File: src/rtl/spi_stage_seq.sv
// Sequences N_STAGES SPI engines onto one panel bus: start pulse, run until done, gap, next stage.
// Optional per-stage watchdog enabled by defining SPI_STAGE_SEQ_WATCHDOG_EN (default: absent, o_err tied 0).
module spi_stage_seq #(
  parameter int N_STAGES  = 3,
  parameter int START_GAP = 16,
  parameter int LOOP      = 0,
  parameter int LOOP_FROM = 1,
  parameter int TIMEOUT   = 27_000_000,
  localparam int IW = ($clog2(N_STAGES) > 1) ? $clog2(N_STAGES) : 1
) (
  input  logic                i_clk,
  input  logic                i_rst,
  input  logic                i_trig,
  input  logic [N_STAGES-1:0] i_stage_mosi,
  input  logic [N_STAGES-1:0] i_stage_dc,
  input  logic [N_STAGES-1:0] i_stage_cs,
  input  logic [N_STAGES-1:0] i_stage_done,
  output logic [N_STAGES-1:0] o_stage_start,
  output logic                o_mosi,
  output logic                o_dc,
  output logic                o_cs,
  output logic [IW-1:0]       o_stage,
  output logic                o_busy,
  output logic                o_done,
  output logic                o_err
);

  typedef enum logic [2:0] {ST_START, ST_RUN, ST_GAP, ST_FIN, ST_ERR} state_t;

  localparam logic [IW-1:0]       LAST_IDX  = IW'(N_STAGES - 1);
  localparam logic [IW-1:0]       LOOP_IDX  = IW'(LOOP_FROM);
  localparam logic [15:0]         GAP_LAST  = (START_GAP > 0) ? 16'(START_GAP - 1) : 16'd0;
  localparam logic [N_STAGES-1:0] START_ONE = N_STAGES'(1);
  localparam state_t              AFTER_RUN = (START_GAP == 0) ? ST_START : ST_GAP;

  if (N_STAGES < 2 || N_STAGES > 8) begin : g_bad_n_stages
    $error("N_STAGES out of range");
  end
  if (LOOP_FROM < 1 || LOOP_FROM > N_STAGES - 1) begin : g_bad_loop_from
    $error("LOOP_FROM out of range");
  end
  if (TIMEOUT < 1) begin : g_bad_timeout
    $error("TIMEOUT must be at least 1");
  end

  state_t        state, nxt_state;
  logic [IW-1:0] idx, nxt_idx;
  logic [15:0]   gap_cnt;
  logic          wdog_expired;

`ifdef SPI_STAGE_SEQ_WATCHDOG_EN
  localparam int          WW      = $clog2(TIMEOUT + 1);
  localparam logic [WW-1:0] WD_LAST = WW'(TIMEOUT - 1);
  localparam logic [WW-1:0] WD_MAX  = {WW{1'b1}};

  logic [WW-1:0] wdog_cnt;

  // Counts RUN cycles of the current stage; saturates rather than wrapping.
  always_ff @(posedge i_clk or negedge i_rst) begin
    if (!i_rst) begin
      wdog_cnt <= '0;
    end else if (state == ST_RUN) begin
      if (wdog_cnt != WD_MAX) wdog_cnt <= wdog_cnt + 1'b1;
    end else begin
      wdog_cnt <= '0;
    end
  end

  assign wdog_expired = (wdog_cnt >= WD_LAST);
  assign o_err        = (state == ST_ERR);
`else
  assign wdog_expired = 1'b0;
  assign o_err        = 1'b0;
`endif

  always_ff @(posedge i_clk or negedge i_rst) begin
    if (!i_rst) begin
      state   <= ST_START;
      idx     <= '0;
      gap_cnt <= '0;
    end else begin
      state   <= nxt_state;
      idx     <= nxt_idx;
      gap_cnt <= (state == ST_GAP) ? gap_cnt + 16'd1 : 16'd0;
    end
  end

  always_comb begin
    nxt_state     = state;
    nxt_idx       = idx;
    o_stage_start = '0;
    o_mosi        = 1'b0;
    o_dc          = 1'b0;
    o_cs          = 1'b1;
    o_busy        = 1'b0;
    o_done        = 1'b0;
    case (state)
      ST_START: begin
        o_busy    = 1'b1;
        // The pulse is gated by reset so it only appears once reset is released.
        if (i_rst) o_stage_start = START_ONE << idx;
        nxt_state = ST_RUN;
      end
      ST_RUN: begin
        o_busy = 1'b1;
        o_mosi = i_stage_mosi[idx];
        o_dc   = i_stage_dc[idx];
        o_cs   = i_stage_cs[idx];
        if (i_stage_done[idx]) begin
          if (idx != LAST_IDX) begin
            nxt_idx   = idx + 1'b1;
            nxt_state = AFTER_RUN;
          end else if (LOOP != 0) begin
            nxt_idx   = LOOP_IDX;
            nxt_state = AFTER_RUN;
          end else begin
            nxt_state = ST_FIN;
          end
        end else if (wdog_expired) begin
          nxt_state = ST_ERR;
        end
      end
      ST_GAP: begin
        o_busy = 1'b1;
        if (gap_cnt == GAP_LAST) nxt_state = ST_START;
      end
      ST_FIN: begin
        o_done = 1'b1;
        if (i_trig && LOOP == 0) begin
          nxt_idx   = LOOP_IDX;
          nxt_state = ST_START;
        end
      end
      ST_ERR: begin
        // A failed init stage leaves the panel unusable, so only reset recovers it.
        if (i_trig && idx != '0) begin
          nxt_idx   = LOOP_IDX;
          nxt_state = ST_START;
        end
      end
      default: nxt_state = ST_START;
    endcase
  end

  assign o_stage = idx;

endmodule

File: config.mk
export PLATFORM = sky130hd
export DESIGN_NAME = spi_stage_seq
export DESIGN_NICKNAME = d
export VERILOG_FILES = /design/src/rtl/spi_stage_seq.sv
export SDC_FILE = /design/constraint.sdc
export NUM_CORES = 1
export LEC_CHECK = 0
export BUFFER_PORTS_ARGS = -buffer_cell sky130_fd_sc_hd__buf_4
export CAP_MARGIN = 40
export CORE_MARGIN = 2
export CORE_UTILIZATION = 45
export DETAILED_ROUTE_END_ITERATION = 8
export PLACE_DENSITY = 0.68
export SLEW_MARGIN = 20
export SYNTH_ARGS = -nofsm -noshare
export SYNTH_HDL_FRONTEND = slang
export SYNTH_SLANG_ARGS = --single-unit
File: constraint.sdc
create_clock -name i_clk -period 3.9 [get_ports i_clk]
set_input_delay 0.39 -clock i_clk [delete_from_list [all_inputs] [get_ports i_clk]]
set_output_delay 0.39 -clock i_clk [all_outputs]
set_load 0.02 [all_outputs]
==> flow_summary.ini, run 1 <==
[sta]
min_period_ns = 2.08
fin_tns_setup_ns = 0
clock_skew_ns = 0.00788
finalMaxSlewViolations = 0
tightest_slew_ns = 0.566
fin_crit_sh_pct = 53.4
hold_viol_final = 0
slew_headroom_pct = 62.2
setup_viol = 0
rsz0062_at_grt = false
max_freq_ghz = 0.480

[global_route]
grt_antenna_before_repair = 0
grt_start_max_net_pins = 22
grt_overflow_total = 0
grt_pass1_vias = 1021
grtUsageTotal_pct = 18.5
grt_first_pass_wirelength_um = 4710

[min_path]
hold_start = i_trig
whs_endpoint = state[1]
hold_class = in -> reg
min_path_cells = 3

[clocking]
numCtsBuffers = 3
cts_tree = yes
clockBufferDepth = 2
path_clk_slew_ns = 0.12
cts_hold_buf = 1
cts_root_buf = clkbuf_4
worstSkewPairLatency_ns = 0.31
cts_sinks = 20
cts.htree.levels = 1
post_cts_buffers = 0
cts_resized = 0

[cells_and_area]
area_delta_synth_final_pct = 20.9
nets = 177
fin_util_pct = 58.4
layout-drive-gt1-share_pct = 24.2
antennaDiodeCount = 0

[setup_path]
crit_fanout = 21
cp.arrival_ns = 1.69
worstReg2RegStart = o_stage[0]
crit_top_cell = buf_4
r2r_slack_ns = 2.22
critPathTopFamily = buffers and inverters
critPathKind = in -> out
crit_required_ns = 3.51
crit_slowest_cell = dlygate4sd3_1
slowest_delay_ns = 0.54
start_kind = primary input
path_cells = dlygate4sd3_1 > buf_4 > and3_1 > and2_1 > buf_4
r2r-end = o_stage[1]
crit_path_end_kind = primary output
crit_buf_inv = 3
rr_worst_depth = 6

[logic_synthesis]
synth_top_area_cell = dfrtp_1
synth_commonest_cells = nor2_1 (21), dfrtp_1 (20), xnor2_1 (12)
syn_nets = 152
ys_warn_count = 0
synth.most_common_cell = nor2_1
synth_top_area_share_pct = 40.7
synth.avg_cell_area_um2 = 9.25
syn-cell-area_um2 = 1230
synth_area_leaders = dfrtp_1 (41%), xnor2_1 (8.5%), nor2_1 (6.4%), ha_1 (4.1%), nor4_2 (4.1%)
async_reset_ff_share_pct = 100
synth.distinct_cells = 34
synthCells = 133
synth_edf_count = 0
seq_area_frac_synth_pct = 40.7
ys_ff_latch = 20
ys.flop_type = dfrtp_1

[run_status]
outcome = finished clean

[place]
portBuffers = 24
routabilityCongestion = 0.767
hpwl_um = 1990

[routing]
wl_per_cell_um = 14.4
vias_per_cell = 5.43
dr.pass1.iters = 6
drtIter0Drc = 13
ant_nets = 0
drc = 0
vias = 1016
routed_wirelength_um = 2700

[die]
num_rows = 18
die_w_um = 56.3
die_h_um = 56.3
start_util_pct = 48.3
fp.coreArea_um2 = 2540
die-area_um2 = 3170
io_pins = 26

[power_and_ir_drop]
p_per_area_nw_per_um2 = 528
vdd_drop_max_mv = 0.353
p_leak_nw = 0.662

[run]
cap_violations = 0
[cell type report]
class	instances	area [um2]
clock inverters	1	30.0
inverters	8	30.0
repair buffers	25	190
fillers	212	1060
well taps	30	37.5
clock buffers	3	22.5
flip-flops and latches	20	500
multi-input cells	100	676
[stage by stage]
step / cell area [um2] / setup slack (ns) / hold slack (ns) / instances / total power [mW]
after floorplan: 1230 / 2.14 / 0.0944 / 133 / 0.496
after global placement: 1420 / 2.33 / 0.282 / 182 / 0.602
after detailed placement: 1420 / 2.25 / 0.289 / 182 / 0.615
after CTS: 1490 / 1.81 / 0.378 / 187 / 0.789
after global routing: 1490 / 1.72 / 0.401 / 187 / 0.836
final: 1490 / 1.82 / 0.388 / 187 / 0.785
[worst register-to-register path, cell delays in order (launching register included)]
cell     delay, ns
dfrtp_1       0.55
inv_1         0.16
ha_1          0.28
nor4b_1       0.29
a21oi_1       0.06
o21ai_0       0.17
nand2_1       0.07
[sequential cells by signal, summed over array words and instances, names as in the netlist]
| register | flops |
|---|---|
| state | 2 |
| o_stage | 2 |
| gap_cnt | 16 |
[kinds of logic after synthesis]
family / count (synthesis) / synth area share (%)
adder cells (fa/ha/maj): 4 / 4.07
XOR/XNOR: 13 / 9.26
multiplexers: 4 / 3.26
other: 1 / 0.305
flip-flops: 20 / 40.7
AND/OR/NAND/NOR: 64 / 31.8
AO/OA/AOI/OAI: 14 / 6.21
buffers and inverters: 13 / 4.37
[worst max-delay path by stage]
stage	end	startpoint	cells past startpoint	slack [ns]
4_1_cts	o_stage_start[1]	i_rst	5	1.81
6_report	o_stage_start[0]	i_rst	5	1.82
5_1_grt	o_stage_start[0]	i_rst	5	1.72
3_3_place_gp	o_stage_start[2]	o_stage[0]	4	2.33
3_5_place_dp	o_dc	o_stage[0]	5	2.25
2_1_floorplan	o_dc	o_stage[0]	5	2.14
[routing by layer]
metal | track usage [%] | share of wire, % | up-vias
met2 | 31.6 | 51 | 7
met3 | 5.30 | 2.2 | 2
met1 | 23.3 | 47 | 504
li1 | - | - | 503
met4 | 3.74 | 0.52 | 0
met5 | 0 | 0 | -
[power breakdown]
group          internal [mW]  switching, mW  total (mW)  leakage [nW]
sequential             0.233         0.0564       0.290         0.271
clock                  0.104         0.0681       0.172        0.0279
combinational          0.134          0.190       0.323         0.363
total                  0.471          0.314       0.785         0.662
[cells in the final DEF, fill, tap and decap left out, drive strengths merged]
| cell | n |
|---|---|
| a211oi | 1 |
| a31o | 1 |
| buf | 24 |
| xnor2 | 12 |
| nor4b | 1 |
| xor2 | 1 |
| nor3b | 1 |
| nor4 | 7 |
| or3 | 2 |
| dlygate4sd3 | 1 |
| nor2 | 22 |
| nand4b | 2 |
| nor3 | 5 |
| inv | 8 |
| a21oi | 6 |
| and3 | 2 |
| ha | 4 |
| nand3b | 1 |
| bufinv | 1 |
| and2 | 3 |
| nand3 | 6 |
| mux2i | 4 |
| clkbuf | 3 |
| dfrtp | 20 |
| nand2 | 8 |
| o21ai | 6 |
| conb | 1 |
| or4 | 1 |
| nand4 | 3 |
Power figures use the tool's default switching activity.
==> run 2: changes to the inputs <==
--- a/config.mk
+++ b/config.mk
@@ -5,12 +5,13 @@
 export SDC_FILE = /design/constraint.sdc
 export NUM_CORES = 1
 export LEC_CHECK = 0
+export ABC_AREA = 1
 export BUFFER_PORTS_ARGS = -buffer_cell sky130_fd_sc_hd__buf_4
 export CAP_MARGIN = 40
 export CORE_MARGIN = 2
 export CORE_UTILIZATION = 45
 export DETAILED_ROUTE_END_ITERATION = 8
-export PLACE_DENSITY = 0.68
+export PLACE_DENSITY = 0.7
 export SLEW_MARGIN = 20
 export SYNTH_ARGS = -nofsm -noshare
 export SYNTH_HDL_FRONTEND = slang
==> constraint.sdc (replaced) <==
create_clock -name i_clk -period 1.79 [get_ports i_clk]
set_input_delay 0.179 -clock i_clk [delete_from_list [all_inputs] [get_ports i_clk]]
set_output_delay 0.179 -clock i_clk [all_outputs]
set_load 0.02 [all_outputs]
==> flow_summary.ini, run 2 <==
[cells_and_area]
top_register = gap_cnt
multi_input_comb_area_um2 = 636
instances_no_fill = 250
register_area_um2 = 502
final_common_cell = nand2_1
most-common-layout-cells = nand2_1 (43), nor2_1 (38), inv_1 (32)
nets = 239
antennaDiodeCount = 0
layout-drive-gt1-share_pct = 17.4
area_delta_synth_final_pct = 21.5
largest_reg_flops = 16
fillers = 268

[logic_synthesis]
ys_warn_count = 0
async_reset_ff_share_pct = 100
ys_ff_latch = 20
synth.avg_cell_area_um2 = 6.72
ys.flop_type = dfrtp_1
syn-cell-area_um2 = 1280
synthCells = 191
seq_area_frac_synth_pct = 39.0
synth_edf_count = 0
synth_top_area_cell = dfrtp_1
synth.most_common_cell = nand2_1
synth_top_area_share_pct = 39.0
synth_area_leaders = dfrtp_1 (39%), nand2_1 (13%), nor2_1 (11%), inv_1 (9.4%), o21ai_0 (5.8%)
synth.distinct_cells = 21
syn_nets = 210
synth_commonest_cells = nand2_1 (43), nor2_1 (38), inv_1 (32)

[die]
die-area_um2 = 3300
die_h_um = 57.4
fp.coreArea_um2 = 2730
start_util_pct = 47.0
die_w_um = 57.4
num_rows = 19
io_pins = 26

[sta]
clock_skew_ns = 0.0178
setup_viol = 0
min_period_ns = 1.65
fin_crit_sh_pct = 91.9
hold_viol_final = 0
fin_tns_setup_ns = 0
rsz0062_at_grt = false
max_freq_ghz = 0.608
setup_ws_ns = 0.145
finalMaxSlewViolations = 0

[power_and_ir_drop]
p_leak_nw = 0.824
p_sw_share_pct = 42.6
internal-power_mw = 1.08
seq_power_share_pct = 32.4
finalPower_mw = 1.87
p_per_area_nw_per_um2 = 1200
vdd_drop_max_mv = 1.21
p_sw_mw = 0.798
p_comb_share_pct = 47.9
power_frac_clock_pct = 19.7

[global_route]
grtUsageTotal_pct = 19.1
grt_start_max_net_pins = 21
grt_overflow_total = 0
grt_first_pass_wirelength_um = 4950
grt_pass1_vias = 1174
grt_antenna_before_repair = 0

[routing]
vias_per_cell = 5.12
vias = 1280
routed_wirelength_um = 2950
dr.pass1.iters = 4
drtIter0Drc = 52
wl_per_cell_um = 11.8
ant_nets = 0
drc = 0

[setup_path]
cp.arrival_ns = 1.47
crit_fanout = 4
rr_worst_depth = 6
crit_required_ns = 1.61
r2r-end = o_stage[1]
start_kind = register
crit_path_end_kind = primary output
worstReg2RegStart = o_stage[0]
r2r_slack_ns = 0.28
critPathKind = reg -> out

[place]
portBuffers = 24
placedCellCount = 245
dp_slack_ns = 0.172
routabilityCongestion = 0.819
hpwl_um = 2310

[clocking]
path_clk_slew_ns = 0.12
worstSkewPairLatency_ns = 0.31
cts_root_buf = clkbuf_4
cts.htree.levels = 1
cts_sinks = 20
numCtsBuffers = 3
cts_tree = yes
clockBufferDepth = 2
post_cts_buffers = 0

[run_status]
outcome = finished clean

[min_path]
hold_class = in -> async

[run]
cap_violations = 0
## run 2: cell families (layout without fill, tap and decap cells)
kind of cell | after synthesis | after routing | share of synthesized area, %
other cells | 1 | 1 | 0.292
flops | 20 | 20 | 39.0
fa+ha+maj | 4 | 4 | 3.90
compound gates | 26 | 26 | 11.2
buf+inv | 36 | 64 | 11.5
simple gates | 104 | 104 | 34.1
## run 2: power by group through the flow
stage               registers (mW)  clock network (mW)  logic, mW
floorplan                    0.604                   0      0.606
global placement             0.602                   0      0.855
finish                       0.607               0.369      0.896
detailed placement           0.608                   0      0.889
CTS                          0.600               0.380      0.897
global route                 0.620               0.397       1.01
## run 2: worst max-delay path by stage
stage	from	to	cells past startpoint	slack, ns
global placement	o_stage[0]	o_stage[0]	6	0.31
floorplan	o_stage[0]	o_stage[0]	6	0.27
detailed placement	o_stage[0]	o_stage[1]	6	0.17
finish	state[0]	o_dc	5	0.14
global route	o_stage[1]	o_stage_start[1]	5	0.02
CTS	o_stage[0]	o_stage_start[2]	5	0.06
## run 2: per-layer routing
metal	vias up	wire [um]	global-route usage [%]
met5	-	0	0
met4	0	24	5.32
met3	4	151	2.95
met2	39	1480	35.2
met1	586	1290	22.9
li1	651	-	-
## run 2: area by class of cell
cell class                 instances  share of cell area [%]
clock inverter                     1                    1.92
timing repair buffer              27                    13.2
inverter                          33                    8.10
clock buffer                       3                    1.44
sequential                        20                    32.2
tap                               31                    2.49
multi-input combinational        135                    40.7
## run 2: per-stage QoR
stage	area, um2	util, %	hold slack [ns]
final	1560	57.1	0.364
after global routing	1560	57.1	0.365
after CTS	1560	56.9	0.361
after detailed placement	1490	54.6	0.187
after global placement	1490	54.6	0.177
after floorplan	1280	-	-0.117
## run 2: critical path: stages, from the launching register on
cell and delay, ns:
dfrtp_1 0.38, inv_1 0.09, nor2_1 0.29, inv_1 0.11
a21oi_1 0.14, buf_4 0.16
## run 2: what timing repair did
action,in CTS,in global routing
endpoints found under the setup margin,0,1
hold buffers,1,0
gates resized for setup,0,2
hold endpoints to repair,20,0
==> run 3: changes to the inputs <==
--- a/config.mk
+++ b/config.mk
@@ -9,9 +9,8 @@
 export BUFFER_PORTS_ARGS = -buffer_cell sky130_fd_sc_hd__buf_4
 export CAP_MARGIN = 40
 export CORE_MARGIN = 2
-export CORE_UTILIZATION = 45
+export CORE_UTILIZATION = 30
 export DETAILED_ROUTE_END_ITERATION = 8
-export PLACE_DENSITY = 0.7
 export SLEW_MARGIN = 20
 export SYNTH_ARGS = -nofsm -noshare
 export SYNTH_HDL_FRONTEND = slang
==> flow_summary.ini, run 3 (synthesized netlist as in run 2, its figures left out) <==
[sta]
holdWs_ns = 0.399
hold_viol_final = 0
max_freq_ghz = 0.638
setup_ws_ns = 0.223
clock_skew_ns = 0.00187
setup_viol = 0
rsz0062_at_grt = false
fin_tns_setup_ns = 0
fin_crit_sh_pct = 87.6
min_period_ns = 1.57
finalMaxSlewViolations = 0

[routing]
ant_nets = 0
vias = 1221
wl_per_cell_um = 10.6
drtIter0Drc = 46
routed_wirelength_um = 2850
drc = 0
vias_per_cell = 4.54
dr.pass1.iters = 4

[die]
fp.coreArea_um2 = 4060
start_util_pct = 31.6
num_rows = 23
die-area_um2 = 4820
io_pins = 26
die_w_um = 69.4
die_h_um = 69.4

[cells_and_area]
antennaDiodeCount = 0
most-common-layout-cells = nand2_1 (43), nor2_1 (38), inv_1 (32)
top_register = gap_cnt
area_delta_synth_final_pct = 22.8
layout-drive-gt1-share_pct = 16.9
nets = 240
final_common_cell = nand2_1
largest_reg_flops = 16
fin_area_um2 = 1580

[setup_path]
crit_required_ns = 1.61
start_kind = register
path_cells = inv_1 > o21ai_0 > o211ai_1 > buf_4
slowest_delay_ns = 0.49
crit_slowest_cell = dfrtp_1
crit_path_end_kind = primary output
cp.arrival_ns = 1.39
critPathKind = reg -> out
crit_fanout = 10

[clocking]
cts_tree = yes
path_clk_slew_ns = 0.07
cts_sinks = 20
cts.htree.levels = 1
numCtsBuffers = 3
clockBufferDepth = 2
cts_root_buf = clkbuf_8
post_cts_buffers = 0
worstSkewPairLatency_ns = 0.25

[run]
cap_violations = 0

[global_route]
grt_start_max_net_pins = 21
grt_first_pass_wirelength_um = 4950
grt_pass1_vias = 1129
grt_overflow_total = 0
grt_antenna_before_repair = 0
grtUsageTotal_pct = 12.4

[power_and_ir_drop]
finalPower_mw = 1.79
p_leak_nw = 0.823
p_per_area_nw_per_um2 = 1140
vdd_drop_max_mv = 0.387

[place]
hpwl_um = 2180
dp_slack_ns = 0.421
portBuffers = 24
routabilityCongestion = 0.779
placed_area_um2 = 1530

[run_status]
outcome = finished clean

[min_path]
hold_class = in -> reg
## run 3: changes by cell type in the layout (fill, tap and decap cells not counted), sizes merged
cell,before,now
buf,26,27
bufinv,1,0
## run 3: final cells by class
class | instances | area (um2)
clock buffers | 3 | 41.3
fillers | 428 | 2480
inverters | 33 | 124
multi-input cells | 135 | 636
flip-flops and latches | 20 | 500
well taps | 50 | 62.6
repair buffers | 28 | 213
## run 3: worst max-delay path: cells and delay by family, from the launching register on
kind                   cells  cell delay, ns
buffers and inverters      2            0.35
AOI/OAI and AO/OA          2            0.29
DFF                        1            0.49
## run 3: report_power, final
part | leakage (nW) | switching [mW] | internal (mW)
sequential | 0.272 | 0.0663 | 0.514
clock | 0.0216 | 0.144 | 0.150
combinational | 0.530 | 0.575 | 0.343
total | 0.823 | 0.785 | 1.01
## run 3: path summary, 6_finish.rpt
kind	from	endpoint	slack (ns)	cells after the start
hold / removal	i_trig	state[0]	0.40	4
hold reg to reg	gap_cnt[0]	gap_cnt[0]	0.47	1
setup reg to reg	o_stage[1]	o_stage[1]	0.40	5
min in group asynchronous	i_rst	gap_cnt[8]	0.44	3
max in group asynchronous	i_rst	gap_cnt[15]	1.13	3
setup / recovery	o_stage[1]	o_cs	0.22	4
## run 3: through the flow
step,std cells,utilization [%]
global route,269,38.9
CTS,269,38.9
detailed placement,265,37.6
global placement,265,37.6
floorplan,191,-
finish,269,38.9
## run 3: per-layer routing
metal | vias up | global-route usage, % | routed length (um) | part of all wire [%]
met5 | - | 0 | 0 | 0
met4 | 0 | 1.31 | 8 | 0.28
met3 | 2 | 2.76 | 110 | 3.9
met2 | 17 | 20.8 | 1360 | 48
met1 | 554 | 16.7 | 1370 | 48
li1 | 648 | - | - | -
## run 3: timing repair
| item | in CTS | in global routing |
|---|---|---|
| hold buffers | 1 | 0 |
| hold endpoints to repair | 20 | 0 |
| resized for setup | 0 | 0 |
